==> src/rtl/floating_point_misc_scheduler.sv <==
// floating_point_misc_scheduler
// Shares one combinational FP misc datapath (FMV / FCLASS / FSGNJ / FSGNJN /
// FSGNJX) between NUM_REQ requesters through a round-robin arbiter and a
// two-stage valid/ready pipeline (S1 = granted operands, S2 = result).
// Optional feature macro: FMISC_SCHEDULER_PERF_EN (per-requester grant
// counters and a writeback stall counter, all saturating).
// Operation encoding: 0 FMV, 1 FCLASS, 2 FSGNJ, 3 FSGNJN, 4 FSGNJX, others undefined.
// FCLASS code: 0 -inf, 1 -normal, 2 -subnormal, 3 -zero, 4 +zero,
//              5 +subnormal, 6 +normal, 7 +inf, 8 sNaN, 9 qNaN.
module floating_point_misc_scheduler #(
    parameter int NUM_REQ = 2,
    parameter int TAG_W   = 6,
    localparam int SRC_W  = (NUM_REQ > 1) ? $clog2(NUM_REQ) : 1
) (
    input  logic                     clk_i,
    input  logic                     rst_n_i,
    input  logic                     flush_i,
    input  logic [NUM_REQ-1:0]       req_valid_i,
    output logic [NUM_REQ-1:0]       req_ready_o,
    input  logic [NUM_REQ*32-1:0]    req_operand_i,
    input  logic [NUM_REQ-1:0]       req_sign_inject_i,
    input  logic [NUM_REQ*3-1:0]     req_operation_i,
    input  logic [NUM_REQ-1:0]       req_dest_reg_file_i,
    input  logic [NUM_REQ*TAG_W-1:0] req_tag_i,
    input  logic                     wb_ready_i,
    output logic                     wb_valid_o,
    output logic [31:0]              wb_result_o,
    output logic                     wb_dest_reg_file_o,
    output logic [TAG_W-1:0]         wb_tag_o,
    output logic [SRC_W-1:0]         wb_source_o,
    output logic                     busy_o
`ifdef FMISC_SCHEDULER_PERF_EN
    ,
    output logic [NUM_REQ*32-1:0]    perf_grant_count_o,
    output logic [31:0]              perf_stall_count_o
`endif
);

    localparam logic [2:0] OP_FMV    = 3'd0;
    localparam logic [2:0] OP_FCLASS = 3'd1;
    localparam logic [2:0] OP_FSGNJ  = 3'd2;
    localparam logic [2:0] OP_FSGNJN = 3'd3;
    localparam logic [2:0] OP_FSGNJX = 3'd4;

    // IEEE-754 single-precision classification into a 4-bit code.
    function automatic logic [3:0] fclass_code(input logic [31:0] x);
        logic [3:0] code;
        if (x[30:23] == 8'hFF) begin
            if (x[22:0] == 23'd0) begin
                code = x[31] ? 4'd0 : 4'd7;
            end else begin
                code = x[22] ? 4'd9 : 4'd8;
            end
        end else if (x[30:23] == 8'h00) begin
            if (x[22:0] == 23'd0) begin
                code = x[31] ? 4'd3 : 4'd4;
            end else begin
                code = x[31] ? 4'd2 : 4'd5;
            end
        end else begin
            code = x[31] ? 4'd1 : 4'd6;
        end
        return code;
    endfunction

    logic             s1_valid_q, s1_valid_d;
    logic [31:0]      s1_operand_q, s1_operand_d;
    logic             s1_inj_q, s1_inj_d;
    logic [2:0]       s1_op_q, s1_op_d;
    logic             s1_dest_q, s1_dest_d;
    logic [TAG_W-1:0] s1_tag_q, s1_tag_d;
    logic [SRC_W-1:0] s1_src_q, s1_src_d;
    logic             s2_valid_q, s2_valid_d;
    logic [31:0]      s2_result_q, s2_result_d;
    logic             s2_dest_q, s2_dest_d;
    logic [TAG_W-1:0] s2_tag_q, s2_tag_d;
    logic [SRC_W-1:0] s2_src_q, s2_src_d;
    logic [SRC_W-1:0] rr_ptr_q, rr_ptr_d;

    logic             advance1_s, advance2_s, transfer_s, found_s;
    logic [SRC_W-1:0] grant_idx_s, cand_s;
    logic [31:0]      dp_result_s;
    logic             dp_dest_s;

    assign advance2_s = !s2_valid_q | wb_ready_i;
    assign advance1_s = !s1_valid_q | advance2_s;
    assign transfer_s = found_s & advance1_s & !flush_i;

    // Round-robin search: first valid requester at or after the pointer.
    always_comb begin
        found_s     = 1'b0;
        grant_idx_s = {SRC_W{1'b0}};
        cand_s      = {SRC_W{1'b0}};
        for (int i = 0; i < NUM_REQ; i++) begin
            cand_s = SRC_W'((int'(rr_ptr_q) + i) % NUM_REQ);
            if (!found_s && req_valid_i[cand_s]) begin
                found_s     = 1'b1;
                grant_idx_s = cand_s;
            end else begin
                found_s     = found_s;
                grant_idx_s = grant_idx_s;
            end
        end
    end

    // One-hot ready on the granted requester when S1 can accept.
    always_comb begin
        req_ready_o = {NUM_REQ{1'b0}};
        if (transfer_s) begin
            req_ready_o = {{(NUM_REQ-1){1'b0}}, 1'b1} << grant_idx_s;
        end else begin
            req_ready_o = {NUM_REQ{1'b0}};
        end
    end

    // Shared datapath evaluated on the S1 contents.
    always_comb begin
        dp_result_s = 32'd0;
        dp_dest_s   = s1_dest_q;
        case (s1_op_q)
            OP_FMV: begin
                dp_result_s = s1_operand_q;
                dp_dest_s   = !s1_dest_q;
            end
            OP_FCLASS: dp_result_s = {28'd0, fclass_code(s1_operand_q)};
            OP_FSGNJ:  dp_result_s = {s1_inj_q, s1_operand_q[30:0]};
            OP_FSGNJN: dp_result_s = {!s1_inj_q, s1_operand_q[30:0]};
            OP_FSGNJX: dp_result_s = {s1_inj_q ^ s1_operand_q[31], s1_operand_q[30:0]};
            default: begin
                dp_result_s = 32'd0;
                dp_dest_s   = s1_dest_q;
            end
        endcase
    end

    // Next-state for pointer, S1 and S2 (flush wins over everything).
    always_comb begin
        rr_ptr_d     = rr_ptr_q;
        s1_valid_d   = s1_valid_q;
        s1_operand_d = s1_operand_q;
        s1_inj_d     = s1_inj_q;
        s1_op_d      = s1_op_q;
        s1_dest_d    = s1_dest_q;
        s1_tag_d     = s1_tag_q;
        s1_src_d     = s1_src_q;
        s2_valid_d   = s2_valid_q;
        s2_result_d  = s2_result_q;
        s2_dest_d    = s2_dest_q;
        s2_tag_d     = s2_tag_q;
        s2_src_d     = s2_src_q;
        if (flush_i) begin
            s1_valid_d = 1'b0;
            s2_valid_d = 1'b0;
        end else begin
            if (transfer_s) begin
                s1_valid_d = 1'b1;
                s1_src_d   = grant_idx_s;
                rr_ptr_d   = (grant_idx_s == SRC_W'(NUM_REQ - 1)) ? {SRC_W{1'b0}}
                                                                  : grant_idx_s + SRC_W'(1);
                for (int k = 0; k < NUM_REQ; k++) begin
                    if (SRC_W'(k) == grant_idx_s) begin
                        s1_operand_d = req_operand_i[k*32 +: 32];
                        s1_inj_d     = req_sign_inject_i[k];
                        s1_op_d      = req_operation_i[k*3 +: 3];
                        s1_dest_d    = req_dest_reg_file_i[k];
                        s1_tag_d     = req_tag_i[k*TAG_W +: TAG_W];
                    end else begin
                        s1_operand_d = s1_operand_d;
                    end
                end
            end else if (advance1_s) begin
                s1_valid_d = 1'b0;
            end else begin
                s1_valid_d = s1_valid_q;
            end
            if (advance2_s) begin
                s2_valid_d = s1_valid_q;
                if (s1_valid_q) begin
                    s2_result_d = dp_result_s;
                    s2_dest_d   = dp_dest_s;
                    s2_tag_d    = s1_tag_q;
                    s2_src_d    = s1_src_q;
                end else begin
                    s2_result_d = s2_result_q;
                end
            end else begin
                s2_valid_d = s2_valid_q;
            end
        end
    end

    // Pipeline and pointer registers.
    always_ff @(posedge clk_i or negedge rst_n_i) begin
        if (!rst_n_i) begin
            rr_ptr_q     <= {SRC_W{1'b0}};
            s1_valid_q   <= 1'b0;
            s1_operand_q <= 32'd0;
            s1_inj_q     <= 1'b0;
            s1_op_q      <= 3'd0;
            s1_dest_q    <= 1'b0;
            s1_tag_q     <= {TAG_W{1'b0}};
            s1_src_q     <= {SRC_W{1'b0}};
            s2_valid_q   <= 1'b0;
            s2_result_q  <= 32'd0;
            s2_dest_q    <= 1'b0;
            s2_tag_q     <= {TAG_W{1'b0}};
            s2_src_q     <= {SRC_W{1'b0}};
        end else begin
            rr_ptr_q     <= rr_ptr_d;
            s1_valid_q   <= s1_valid_d;
            s1_operand_q <= s1_operand_d;
            s1_inj_q     <= s1_inj_d;
            s1_op_q      <= s1_op_d;
            s1_dest_q    <= s1_dest_d;
            s1_tag_q     <= s1_tag_d;
            s1_src_q     <= s1_src_d;
            s2_valid_q   <= s2_valid_d;
            s2_result_q  <= s2_result_d;
            s2_dest_q    <= s2_dest_d;
            s2_tag_q     <= s2_tag_d;
            s2_src_q     <= s2_src_d;
        end
    end

    assign wb_valid_o         = s2_valid_q;
    assign wb_result_o        = s2_result_q;
    assign wb_dest_reg_file_o = s2_dest_q;
    assign wb_tag_o           = s2_tag_q;
    assign wb_source_o        = s2_src_q;
    assign busy_o             = s1_valid_q | s2_valid_q;

`ifdef FMISC_SCHEDULER_PERF_EN
    logic [NUM_REQ*32-1:0] perf_grant_q, perf_grant_d;
    logic [31:0]           perf_stall_q, perf_stall_d;

    // Saturating counters; flush does not touch them.
    always_comb begin
        perf_grant_d = perf_grant_q;
        perf_stall_d = perf_stall_q;
        for (int k = 0; k < NUM_REQ; k++) begin
            if (req_ready_o[k] && req_valid_i[k] &&
                (perf_grant_q[k*32 +: 32] != 32'hFFFF_FFFF)) begin
                perf_grant_d[k*32 +: 32] = perf_grant_q[k*32 +: 32] + 32'd1;
            end else begin
                perf_grant_d[k*32 +: 32] = perf_grant_q[k*32 +: 32];
            end
        end
        if (s2_valid_q && !wb_ready_i && (perf_stall_q != 32'hFFFF_FFFF)) begin
            perf_stall_d = perf_stall_q + 32'd1;
        end else begin
            perf_stall_d = perf_stall_q;
        end
    end

    // Performance counter registers.
    always_ff @(posedge clk_i or negedge rst_n_i) begin
        if (!rst_n_i) begin
            perf_grant_q <= {(NUM_REQ*32){1'b0}};
            perf_stall_q <= 32'd0;
        end else begin
            perf_grant_q <= perf_grant_d;
            perf_stall_q <= perf_stall_d;
        end
    end

    assign perf_grant_count_o = perf_grant_q;
    assign perf_stall_count_o = perf_stall_q;
`endif

endmodule
==> config.mk <==
export PLATFORM = sky130hd
export DESIGN_NAME = floating_point_misc_scheduler
export DESIGN_NICKNAME = d
export VERILOG_FILES = /design/src/rtl/floating_point_misc_scheduler.sv
export SDC_FILE = /design/constraint.sdc
export NUM_CORES = 1
export LEC_CHECK = 0
export ABC_AREA = 1
export CORE_MARGIN = 2
export CORE_UTILIZATION = 45
export CTS_CLUSTER_DIAMETER = 30
export DETAILED_ROUTE_END_ITERATION = 6
export PLACE_DENSITY_LB_ADDON = 0.3
export SYNTH_ARGS = -nofsm -noshare
export SYNTH_HDL_FRONTEND = slang
export SYNTH_SLANG_ARGS = --single-unit
==> constraint.sdc <==
create_clock -name clk_i -period 1.8 [get_ports clk_i]
set_input_delay 0.54 -clock clk_i [delete_from_list [all_inputs] [get_ports clk_i]]
set_output_delay 0.54 -clock clk_i [all_outputs]
set_load 0.01 [all_outputs]
==> metrics <==
dpl hpwl=7350 µm; CP startpoint kind=input port; Data required, critical path=1.26 ns; Inserted Clock Buffers=9; maximum clock frequency=501.3 MHz; Clock Latency Late Sink=0.36 ns; layout cells sized above 1=11.82%; most frequent cells in the layout=229 x nand2_1, 87 x clkdlybuf4s50_1, 87 x dfrtp_1; CTS Hold Bufs=0; setup TNS=-0.4057 ns; Rows=34; Net Sw Frac=32.01%; post-route cell area=about 5800 µm²; Post-Route WL=10550 µm; Synth area leader=dfrtp_1; Ys Warns=0; RSZ-0062 raised after global routing=true; switching pwr=1.771 mW; Core ar.=8721 µm²; Setup WS post-layout=-0.1947 ns; fin cells=about 750; gr usage total=22.11%; chip width=~99 µm; Yosys cell types=26; HP Class=input port to async pin; Area Growth Syn to Fin=42.10%; Final Cycle Share=110.8%; Final ANT Viol Nets=0; global-route wire length before repair=17440 µm; largest net degree at the start of global routing=slightly below 90; Worst Setup Path Type=input port to primary output; leak pwr=2.835 nW; clk sinks=87; Mapped Nets=around 590; sequential share of power=46.9%; Reg2Reg Setup Slack=-0.02 ns; post-synthesis instance total=495; total power=5.534 mW; placed cell count=728; Max clock buf depth=2; die area=9784 µm²; Pins Over Slew Limit=0; Initial Util=46.48%; CTS tree=built; Die Ht=between 90 and 100 µm; I/O Pins=136; fin util=66.05%; Clock power frac=25.2%; fillcell total=770; Nets=732; GPL Wtd Cong=0.7670; VDD IR max=0.4679 mV; synthesized area=4054 µm²; Iter 0 DRT Violations=166; Rel. slew slack=between 60 and 70%; Reg clk slew, reported paths=0.09 ns; via/cell ratio=approximately 5.0; worst setup skew after layout=0.009161 ns; Pwr Density=approximately 960 nW/µm²; initial antenna violation count=0; commonest non-fill, non-tap cell in the layout=nand2_1; vias in the first global route=between 3000 and 4000; CP Max Fanout=4; R2R cell count=14; status=finished with violations; Worst-Margin Slew=0.4888 ns; #FFs+latches synth=87; Tmin final=between 1.5 and 2 ns; post-synthesis sequential area ratio=53.70%; CTS Root Cell=clkbuf_8; PortBufs=135; Initial DRT Pass Iterations=4; vias=3771; H-tree levels=3; DR WL/cell=14.05 µm; post-synth top area share=53.70%; Max Cap Violations=0; Int Pwr=3.763 mW; Crit. End Element=primary output; Comb pwr share=27.9%; failing checks=negative setup slack; Final Setup Violations=3; Arr. time, crit path=1.45 ns; antenna fix cells=0; Remaining DRCs=0; Remaining Overflow, GRT=0; DP Area=between 5000 and 6000 µm²; synth top area cells=dfrtp_1 54%, nand2_1 21%, o21ai_0 4.8%; Avg Cell Area, Syn=around 8.2 µm²; Fin. Hold Viols=0
## cells by family after synthesis
group	count (synthesis)	share of synthesized area (%)
simple gates	310	31.60
flops	87	53.70
compound gates	54	7.377
buf+inv	41	6.481
fa+ha+maj	2	0.6172
xor+xnor	1	0.2161
## synth_stat cells (all sizes together)
| cell | n |
|---|---|
| xnor2 | 1 |
| nor3 | 2 |
| ha | 2 |
| clkinv | 1 |
| buf | 20 |
| a21boi | 2 |
| a21oi | 4 |
| nor2 | 27 |
| inv | 18 |
| dfrtp | 87 |
| o21ai | 40 |
| clkbuf | 2 |
| o31ai | 1 |
| o211ai | 7 |
| nand3 | 40 |
| nand2 | 241 |
## metal layers
metal | GRT usage [%] | part of all wire, %
met4 | 6.428 | 1.0
met2 | 37.58 | 50
met3 | 5.248 | 6.4
met1 | 28.27 | 43
met5 | 0 | 0
## timing repair
action	CTS	global route
pin swaps	3	13
setup endpoints to repair	85	45
resized for setup	57	20
setup buffers	3	4
## power by group through the flow
stage	Clock [mW]	Sequential [mW]	Combinational, mW
floorplan	0	2.69	0.674
global route	1.52	2.65	1.73
CTS	1.43	2.59	1.53
global placement	0	2.63	1.60
finish	1.39	2.60	1.55
detailed placement	0	2.64	1.64
## final cells by class
class	count	area (µm²)	area share, %
clock buffers	10	137.6	2.389
repair buffers	154	1470	25.52
well taps	108	135.1	2.346
inverters	19	83.83	1.455
flip-flops and latches	87	2177	37.79
multi-input cells	367	1688	29.30
clock inverters	6	68.82	1.195
## worst paths after layout
kind | start | end
worst min register to register | s1_tag_q[1]$_DFFE_PN0P_ | wb_tag_o[1]$_DFFE_PN0P_
min in group clk_i | s1_tag_q[1]$_DFFE_PN0P_ | wb_tag_o[1]$_DFFE_PN0P_
worst max-delay path | flush_i | req_ready_o[1]
worst max register to register | s1_operand_q[17]$_DFFE_PN0P_ | wb_result_o[0]$_DFFE_PN0P_
worst min-delay path | rst_n_i | wb_result_o[16]$_DFFE_PN0P_
max in group asynchronous | rst_n_i | wb_result_o[31]$_DFFE_PN0P_
## worst max-delay path, cell delays in order
cell             delay [ns]
clkdlybuf4s50_1        0.46
nor2_4                 0.20
nand3_4                0.10
inv_4                  0.07
buf_6                  0.09
## through the flow
stage                     setup WS, ns  hold slack (ns)
after floorplan                 0.1140           0.2444
after global placement         -0.7952           0.4518
after detailed placement       -0.8210           0.4572
after CTS                      -0.2212           0.2188
after global routing           -0.2591           0.2272
final                          -0.1947           0.1978
## state kept, by name, indices dropped and copies added, names as in the netlist
| signal | count |
|---|---|
| s1_inj_q | 1 |
| wb_valid_o | 1 |
| rr_ptr_q | 1 |
| s1_tag_q | 6 |
| s1_op_q | 3 |
| wb_dest_reg_file_o | 1 |
| s1_valid_q | 1 |
| s1_src_q | 1 |
| s1_operand_q | 32 |
| s1_dest_q | 1 |
| wb_tag_o | 6 |
| wb_result_o | 32 |
| wb_source_o | 1 |
No activity file was read; power rests on OpenSTA's default activity.
